==> src/rtl/pll_lock_supervisor_if.sv <==
// pll_lock_supervisor_if
// Groups the PLL-facing and status signals of pll_lock_supervisor.
//   pll_lock   PLL lock output (asynchronous to clk)
//   restart    one-cycle request to re-run bring-up
//   pll_rst    PLL RESET pin, active-high
//   sys_rst_n  active-low reset for the PLL output domain
//   ready      high only in RUN
//   fail       high only in FAIL
//   lost_lock  one-cycle pulse on in-service lock loss
//   retry_cnt  failed attempts in the current bring-up
//   loss_cnt   saturating count of in-service lock losses
//   state      RESET_PLL=0, WAIT_LOCK=1, STABLE=2, RUN=3, FAIL=4
// master: environment side (drives pll_lock/restart); slave: the supervisor.
interface pll_lock_supervisor_if;
   logic       pll_lock;
   logic       restart;
   logic       pll_rst;
   logic       sys_rst_n;
   logic       ready;
   logic       fail;
   logic       lost_lock;
   logic [2:0] retry_cnt;
   logic [7:0] loss_cnt;
   logic [2:0] state;

   modport master (
      output pll_lock, restart,
      input  pll_rst, sys_rst_n, ready, fail, lost_lock, retry_cnt, loss_cnt, state
   );

   modport slave (
      input  pll_lock, restart,
      output pll_rst, sys_rst_n, ready, fail, lost_lock, retry_cnt, loss_cnt, state
   );
endinterface

==> src/rtl/pll_lock_supervisor.sv <==
// pll_lock_supervisor
// Brings up the encoder PLL from the 50 MHz reference: holds it in reset, waits for lock with a
// timeout and bounded retries, qualifies lock stability, then releases the downstream reset.
// Lock loss while running re-runs the sequence and is counted.
// Ports:
//   clk    50 MHz free-running reference clock
//   rst_n  asynchronous active-low reset
//   bus    pll_lock_supervisor_if.slave (pll_lock/restart in; PLL reset and status out)
module pll_lock_supervisor #(
   parameter int unsigned RESET_CYCLES  = 16,
   parameter int unsigned LOCK_TIMEOUT  = 50000,
   parameter int unsigned STABLE_CYCLES = 1024,
   parameter int unsigned MAX_RETRIES   = 4
) (
   input logic                  clk,
   input logic                  rst_n,
   pll_lock_supervisor_if.slave bus
);

   localparam int unsigned Max01 = (RESET_CYCLES > LOCK_TIMEOUT) ? RESET_CYCLES : LOCK_TIMEOUT;
   localparam int unsigned Max23 = (STABLE_CYCLES > MAX_RETRIES) ? STABLE_CYCLES : MAX_RETRIES;
   localparam int unsigned MaxParam = (Max01 > Max23) ? Max01 : Max23;
   localparam int unsigned CntW = (MaxParam > 1) ? $clog2(MaxParam) : 1;

   // The counter is loaded with N-1 and a state leaves when it reads zero, giving N cycles.
   localparam logic [CntW-1:0] ResetLoad  = CntW'(RESET_CYCLES - 1);
   localparam logic [CntW-1:0] WaitLoad   = CntW'(LOCK_TIMEOUT - 1);
   localparam logic [CntW-1:0] StableLoad = CntW'(STABLE_CYCLES - 1);

   typedef enum logic [2:0] {
      StResetPll = 3'd0,
      StWaitLock = 3'd1,
      StStable   = 3'd2,
      StRun      = 3'd3,
      StFail     = 3'd4
   } state_e;

   state_e          state_q, state_d;
   logic [CntW-1:0] cnt_q, cnt_d;
   logic [2:0]      retry_q, retry_d;
   logic [7:0]      loss_q, loss_d;
   logic            lost_q, lost_d;
   logic            pll_rst_q, pll_rst_d;
   logic            run_q, run_d;
   logic            fail_q, fail_d;
   logic            lock_meta_q, lock_s;
   logic [3:0]      retry_inc;

   // Two-flop synchroniser; pll_lock has no relation to clk.
   always_ff @(posedge clk or negedge rst_n) begin
      if (!rst_n) begin
         lock_meta_q <= 1'b0;
         lock_s      <= 1'b0;
      end else begin
         lock_meta_q <= bus.pll_lock;
         lock_s      <= lock_meta_q;
      end
   end

   assign retry_inc = {1'b0, retry_q} + 4'd1;

   always_comb begin
      state_d = state_q;
      cnt_d   = (cnt_q != '0) ? cnt_q - CntW'(1) : cnt_q;
      retry_d = retry_q;
      loss_d  = loss_q;
      lost_d  = 1'b0;

      if (bus.restart) begin
         state_d = StResetPll;
         cnt_d   = ResetLoad;
         retry_d = '0;
      end else begin
         unique case (state_q)
            StResetPll: begin
               if (cnt_q == '0) begin
                  state_d = StWaitLock;
                  cnt_d   = WaitLoad;
               end
            end
            StWaitLock: begin
               // Lock wins over a simultaneous timeout.
               if (lock_s) begin
                  state_d = StStable;
                  cnt_d   = StableLoad;
               end else if (cnt_q == '0) begin
                  retry_d = retry_inc[2:0];
                  if (32'(retry_inc) < MAX_RETRIES) begin
                     state_d = StResetPll;
                     cnt_d   = ResetLoad;
                  end else begin
                     state_d = StFail;
                     cnt_d   = '0;
                  end
               end
            end
            StStable: begin
               // A drop on the completing cycle still returns to WAIT_LOCK.
               if (!lock_s) begin
                  state_d = StWaitLock;
                  cnt_d   = WaitLoad;
               end else if (cnt_q == '0) begin
                  state_d = StRun;
                  cnt_d   = '0;
               end
            end
            StRun: begin
               if (!lock_s) begin
                  state_d = StResetPll;
                  cnt_d   = ResetLoad;
                  retry_d = '0;
                  lost_d  = 1'b1;
                  loss_d  = (loss_q == 8'hFF) ? loss_q : loss_q + 8'd1;
               end
            end
            StFail: ;
            default: begin
               state_d = StResetPll;
               cnt_d   = ResetLoad;
            end
         endcase
      end

      // Outputs follow the next state so they change on the same edge as the state.
      pll_rst_d = (state_d == StResetPll) || (state_d == StFail);
      run_d     = (state_d == StRun);
      fail_d    = (state_d == StFail);
   end

   always_ff @(posedge clk or negedge rst_n) begin
      if (!rst_n) begin
         state_q   <= StResetPll;
         cnt_q     <= ResetLoad;
         retry_q   <= '0;
         loss_q    <= '0;
         lost_q    <= 1'b0;
         pll_rst_q <= 1'b1;
         run_q     <= 1'b0;
         fail_q    <= 1'b0;
      end else begin
         state_q   <= state_d;
         cnt_q     <= cnt_d;
         retry_q   <= retry_d;
         loss_q    <= loss_d;
         lost_q    <= lost_d;
         pll_rst_q <= pll_rst_d;
         run_q     <= run_d;
         fail_q    <= fail_d;
      end
   end

   assign bus.pll_rst   = pll_rst_q;
   assign bus.sys_rst_n = run_q;
   assign bus.ready     = run_q;
   assign bus.fail      = fail_q;
   assign bus.lost_lock = lost_q;
   assign bus.retry_cnt = retry_q;
   assign bus.loss_cnt  = loss_q;
   assign bus.state     = state_q;

endmodule

==> src/flat_wrapper.sv <==
// flat-port wrapper written by rule: the top's interface ports become plain ports
module pll_lock_supervisor_flat 
#(
   parameter int unsigned RESET_CYCLES  = 16,
   parameter int unsigned LOCK_TIMEOUT  = 50000,
   parameter int unsigned STABLE_CYCLES = 1024,
   parameter int unsigned MAX_RETRIES   = 4
)
  (clk, rst_n, bus_pll_lock, bus_restart, bus_pll_rst, bus_sys_rst_n, bus_ready, bus_fail, bus_lost_lock, bus_retry_cnt, bus_loss_cnt, bus_state);
  pll_lock_supervisor_if bus_i ();
  input logic clk;
  input logic rst_n;
  input wire logic [$bits(bus_i.pll_lock)-1:0] bus_pll_lock;
  input wire logic [$bits(bus_i.restart)-1:0] bus_restart;
  output wire logic [$bits(bus_i.pll_rst)-1:0] bus_pll_rst;
  output wire logic [$bits(bus_i.sys_rst_n)-1:0] bus_sys_rst_n;
  output wire logic [$bits(bus_i.ready)-1:0] bus_ready;
  output wire logic [$bits(bus_i.fail)-1:0] bus_fail;
  output wire logic [$bits(bus_i.lost_lock)-1:0] bus_lost_lock;
  output wire logic [$bits(bus_i.retry_cnt)-1:0] bus_retry_cnt;
  output wire logic [$bits(bus_i.loss_cnt)-1:0] bus_loss_cnt;
  output wire logic [$bits(bus_i.state)-1:0] bus_state;
  assign bus_i.pll_lock = bus_pll_lock;
  assign bus_i.restart = bus_restart;
  assign bus_pll_rst = bus_i.pll_rst;
  assign bus_sys_rst_n = bus_i.sys_rst_n;
  assign bus_ready = bus_i.ready;
  assign bus_fail = bus_i.fail;
  assign bus_lost_lock = bus_i.lost_lock;
  assign bus_retry_cnt = bus_i.retry_cnt;
  assign bus_loss_cnt = bus_i.loss_cnt;
  assign bus_state = bus_i.state;
  pll_lock_supervisor #(.RESET_CYCLES(RESET_CYCLES), .LOCK_TIMEOUT(LOCK_TIMEOUT), .STABLE_CYCLES(STABLE_CYCLES), .MAX_RETRIES(MAX_RETRIES)) u_core (.clk(clk), .rst_n(rst_n), .bus(bus_i));
endmodule
==> config.mk <==
export PLATFORM = sky130hd
export DESIGN_NAME = pll_lock_supervisor_flat
export DESIGN_NICKNAME = d
export VERILOG_FILES = /design/src/rtl/pll_lock_supervisor_if.sv /design/src/rtl/pll_lock_supervisor.sv /design/src/flat_wrapper.sv
export SDC_FILE = /design/constraint.sdc
export NUM_CORES = 1
export LEC_CHECK = 0
export BUFFER_PORTS_ARGS = -buffer_cell sky130_fd_sc_hd__buf_2
export CORE_MARGIN = 3
export CORE_UTILIZATION = 37
export DETAILED_ROUTE_END_ITERATION = 6
export PLACE_DENSITY = 0.6
export SLEW_MARGIN = 20
export SYNTH_ARGS = -nofsm -noshare
export SYNTH_HDL_FRONTEND = slang
export SYNTH_SLANG_ARGS = --single-unit
==> constraint.sdc <==
create_clock -name clk -period 3.8 [get_ports clk]
set_clock_uncertainty 0.15 [all_clocks]
set_input_delay 0.19 -clock clk [delete_from_list [all_inputs] [get_ports clk]]
set_output_delay 0.19 -clock clk [all_outputs]
set_load 0.05 [all_outputs]
==> run_summary.xml <==
<?xml version="1.0" encoding="UTF-8"?>
<metrics>
  <group name="clock_tree">
    <metric name="clock_tree.root_cell" unit="">sky130_fd_sc_hd__clkbuf_8</metric>
    <metric name="post-cts-setup-buffer-count" unit="">0</metric>
    <metric name="worst_skew_pair.late_latency" unit="ns">0.29</metric>
    <metric name="cts-buffers-inserted" unit="">5</metric>
    <metric name="worst_path_clk_slew" unit="ns">0.07</metric>
    <metric name="cts-root-to-sink-buffers" unit="">2</metric>
    <metric name="clock_sink_count" unit="">36</metric>
    <metric name="tritoncts" unit="">built</metric>
    <metric name="htreeDepth" unit="">2</metric>
  </group>
  <group name="sta">
    <metric name="finalSetupViolCount" unit="">0</metric>
    <metric name="setup_repair_after_global_routing_missed_its_margin" unit="">no</metric>
    <metric name="fin_hold_ws" unit="ns">0.137</metric>
    <metric name="hold_viol" unit="">0</metric>
    <metric name="maxSlewViolCount" unit="">0</metric>
    <metric name="fin_crit_sh" unit="%">75.4</metric>
    <metric name="max_freq" unit="MHz">349</metric>
    <metric name="totalNegativeSetupSlack" unit="ns">0</metric>
    <metric name="worst_slew_pin_slew" unit="ns">0.826</metric>
    <metric name="timing.max_slew.rel_slack" unit="%">44.9</metric>
    <metric name="period_minus_slack" unit="ns">2.86</metric>
  </group>
  <group name="layout">
    <metric name="antenna_cells_inserted" unit="">0</metric>
    <metric name="area_delta_synth_final" unit="%">11.8</metric>
    <metric name="share_of_cells_above_drive_strength_1" unit="%">18.8</metric>
    <metric name="sequential_cell_area" unit="um^2">907</metric>
    <metric name="final_net_count" unit="">275</metric>
    <metric name="fin_cells" unit="">338</metric>
    <metric name="fill_cells" unit="">572</metric>
    <metric name="post-route-cell-area" unit="um^2">2460</metric>
    <metric name="multi_input_area" unit="um^2">1200</metric>
  </group>
  <group name="power_and_ir_drop">
    <metric name="leakage" unit="nW">1.10</metric>
    <metric name="pwr_density_cell" unit="nW/um^2">291</metric>
    <metric name="maximum_ir_drop_on_the_vdd_rail" unit="mV">0.165</metric>
    <metric name="finalPower" unit="W">0.000718</metric>
  </group>
  <group name="synth">
    <metric name="netlist_area" unit="um^2">2200</metric>
    <metric name="ys_dominant_reg_cell" unit="">sky130_fd_sc_hd__dfrtp_1</metric>
    <metric name="synth-adder-area-share" unit="%">3.41</metric>
    <metric name="synth_cell_types" unit="">55</metric>
    <metric name="synth.ff_latch_count" unit="">36</metric>
    <metric name="syn-instance-count" unit="">247</metric>
    <metric name="synth_sequential_area_ratio" unit="%">41.1</metric>
    <metric name="synth_area_per_cell" unit="um^2">8.93</metric>
    <metric name="simple_gate_share_of_the_synthesized_area" unit="%">26.1</metric>
    <metric name="dominant_combinational_cell_family_by_area_after_synthesis" unit="">simple AND/OR/NAND/NOR gates</metric>
    <metric name="mappedNetlistNets" unit="">257</metric>
    <metric name="synth_warnings" unit="">0</metric>
    <metric name="multiplexer_share_of_the_synthesized_area" unit="%">2.84</metric>
    <metric name="synth-compound-area-share" unit="%">17.3</metric>
    <metric name="post_synth_xor_area_fraction" unit="%">4.77</metric>
    <metric name="synth_edf_count" unit="">0</metric>
    <metric name="asyncSetResetFlopFracSynth" unit="%">100</metric>
  </group>
  <group name="floorplanning">
    <metric name="fp.coreArea" unit="um^2">5640</metric>
    <metric name="chipHeight" unit="um">83.2</metric>
    <metric name="ioPinCount" unit="">23</metric>
    <metric name="design.die.area" unit="um^2">6920</metric>
    <metric name="standard_cell_rows" unit="">27</metric>
    <metric name="initial_standard_cell_utilization_of_the_core" unit="%">39.1</metric>
    <metric name="die_width" unit="um">83.2</metric>
  </group>
  <group name="place">
    <metric name="numPortBuffers" unit="">22</metric>
    <metric name="post-dp-hpwl" unit="um">3630</metric>
    <metric name="gp_routability_congestion" unit="">0.828</metric>
    <metric name="place_inst" unit="">328</metric>
    <metric name="placedInstanceArea" unit="um^2">2350</metric>
  </group>
  <group name="worst_setup_path">
    <metric name="critical-path-max-stage-delay" unit="ns">0.60</metric>
    <metric name="setup.worst_path.class" unit="">register to register</metric>
    <metric name="path_max_fanout" unit="">5</metric>
    <metric name="start_kind" unit="">register</metric>
    <metric name="critical_path_arrival" unit="ns">2.95</metric>
    <metric name="path_cells" unit="">inv_1 &gt; ha_1 &gt; or4b_2 &gt; nor4_1 &gt; buf_4 &gt; inv_1 &gt; ha_1 &gt; or2_2 &gt; a21oi_1 &gt; a211o_1</metric>
    <metric name="critical-path-slowest-cell" unit="">sky130_fd_sc_hd__or4b_2</metric>
    <metric name="required" unit="ns">3.88</metric>
    <metric name="crit_end_element" unit="">register</metric>
  </group>
  <group name="global_routing">
    <metric name="total_gr_overflow" unit="">0</metric>
    <metric name="antenna_found_initial" unit="">0</metric>
    <metric name="grt_pass1_vias" unit="">1811</metric>
    <metric name="grt.total_usage" unit="%">15.7</metric>
    <metric name="wire_length_of_the_first_global_routing_pass" unit="um">9000</metric>
    <metric name="grt_max_degree" unit="">37</metric>
  </group>
  <group name="detailed_routing">
    <metric name="via_count" unit="">1899</metric>
    <metric name="drt-pass1-iter-count" unit="">4</metric>
    <metric name="route.final.wire_length" unit="um">5260</metric>
    <metric name="detail_route.wl_per_cell" unit="um">15.6</metric>
    <metric name="drc" unit="">0</metric>
    <metric name="drt_first_iter_violations" unit="">116</metric>
    <metric name="drtAntennaViolNets" unit="">0</metric>
    <metric name="routed_via_density" unit="">5.62</metric>
  </group>
  <group name="job">
    <metric name="count_of_maximum_capacitance_violations" unit="">0</metric>
  </group>
  <group name="min_path">
    <metric name="hold_class" unit="">input pin to register</metric>
  </group>
  <group name="outcome">
    <metric name="outcome" unit="">finished clean</metric>
  </group>
</metrics>
[cell type report]
class / instances / area share (%)
clock buffers: 7 / 3.50
repair buffers: 26 / 5.89
inverters: 8 / 1.22
well taps: 72 / 3.65
multi-input cells: 188 / 48.6
clock inverters: 1 / 0.305
flip-flops and latches: 36 / 36.8
[per-layer routing]
layer  GRT usage [%]  wire, um  up-vias  share of wire [%]
met5               0         0        -                  0
met4            4.61        50        0               0.95
met3            3.08       217        5                4.1
met2            24.2      2430       42                 46
met1            22.3      2560      918                 49
li1                -         -      934                  -
[registers in the layout, indices dropped and copies added, names as in the netlist]
register	flops
u_core.bus.lost_lock	1
u_core.lock_s	1
u_core.bus.state	3
u_core.bus.ready	1
u_core.cnt_q	16
u_core.bus.loss_cnt	8
u_core.lock_meta_q	1
u_core.bus.fail	1
u_core.bus.retry_cnt	3
u_core.bus.pll_rst	1
[synthesized netlist by cell type (3+ instances only)]
| master | number | share of area [%] |
|---|---|---|
| sky130_fd_sc_hd__dfrtp_1 | 31 | 35 |
| sky130_fd_sc_hd__nor2_1 | 24 | 4.1 |
| sky130_fd_sc_hd__a21oi_1 | 16 | 3.6 |
| sky130_fd_sc_hd__nand2_1 | 15 | 2.6 |
| sky130_fd_sc_hd__o21ai_0 | 14 | 3.2 |
| sky130_fd_sc_hd__clkbuf_1 | 12 | 2.0 |
| sky130_fd_sc_hd__nand3_1 | 12 | 2.7 |
| sky130_fd_sc_hd__nor4_1 | 8 | 2.3 |
| sky130_fd_sc_hd__inv_1 | 7 | 1.2 |
| sky130_fd_sc_hd__or3_1 | 7 | 2.0 |
| sky130_fd_sc_hd__xnor2_1 | 7 | 2.8 |
| sky130_fd_sc_hd__ha_1 | 6 | 3.4 |
| sky130_fd_sc_hd__o31ai_1 | 6 | 2.0 |
| sky130_fd_sc_hd__dfstp_2 | 5 | 6.0 |
| sky130_fd_sc_hd__nand4_1 | 5 | 1.4 |
| sky130_fd_sc_hd__xor2_1 | 5 | 2.0 |
| sky130_fd_sc_hd__and3_1 | 4 | 1.1 |
| sky130_fd_sc_hd__mux2i_1 | 4 | 1.8 |
| sky130_fd_sc_hd__nor3_1 | 4 | 0.91 |
| sky130_fd_sc_hd__or2_2 | 4 | 1.1 |
| sky130_fd_sc_hd__a31oi_1 | 3 | 0.85 |
| sky130_fd_sc_hd__nand3b_1 | 3 | 1.0 |
[cell families after synthesis]
logic type / Yosys count
and+or+nand+nor: 105
AOI/OAI and AO/OA: 59
DFF: 36
buffers and inverters: 23
xor gates and xnor gates: 12
muxes: 6
adders and majority gates: 6
[metrics by stage]
stage / utilization (%) / worst slack [ns]
after global routing: 43.7 / 0.813
after detailed placement: 41.7 / 0.990
after CTS: 43.7 / 0.950
after global placement: 41.7 / 1.05
after floorplan: - / 1.03
final: 43.7 / 0.935
[critical path: cells and delay by family (launching register included)]
family / cells / cell delay (ns)
buffers and inverters: 3 / 0.33
adders and majority gates: 2 / 0.52
AOI/OAI and AO/OA: 2 / 0.29
DFF: 1 / 0.39
and+or+nand+nor: 3 / 1.14
[worst paths after layout]
path                                    startpoint                       to  slack, ns  depth (start not counted)
worst min-delay path                   bus_restart  u_core.bus.retry_cnt[0]       0.14                          2
max in group asynchronous                    rst_n          u_core.bus.fail       2.62                          2
worst max-delay path               u_core.cnt_q[0]          u_core.cnt_q[0]       0.94                         10
worst min register to register  u_core.lock_meta_q            u_core.lock_s       0.20                          0
min in group asynchronous                    rst_n      u_core.bus.state[1]       0.38                          2
worst max register to register     u_core.cnt_q[0]          u_core.cnt_q[0]       0.94                         10
[what timing repair did]
action | in CTS | in global routing
endpoints found under the hold margin | 32 | 0
hold buffers | 2 | 0
gates resized for setup | 0 | 0
[layout by cell type (no fill, tap or decap), types with 7 or more instances in the layout]
master,n
sky130_fd_sc_hd__nand3_1,12
sky130_fd_sc_hd__or3_1,7
sky130_fd_sc_hd__nor2_1,24
sky130_fd_sc_hd__buf_2,22
sky130_fd_sc_hd__xnor2_1,7
sky130_fd_sc_hd__o21ai_0,14
sky130_fd_sc_hd__dfrtp_1,31
sky130_fd_sc_hd__a21oi_1,16
sky130_fd_sc_hd__nand2_1,15
sky130_fd_sc_hd__nor4_1,8
sky130_fd_sc_hd__inv_1,7
[power by group]
group | leakage (nW) | total, W | switching [W] | internal [W]
registers | 0.481 | 0.000394 | 0.00000500 | 0.000389
logic | 0.579 | 0.0000400 | 0.0000264 | 0.0000135
clock network | 0.0445 | 0.000285 | 0.000137 | 0.000147
total | 1.10 | 0.000718 | 0.000169 | 0.000550
No activity file was read; power rests on OpenSTA's default activity.
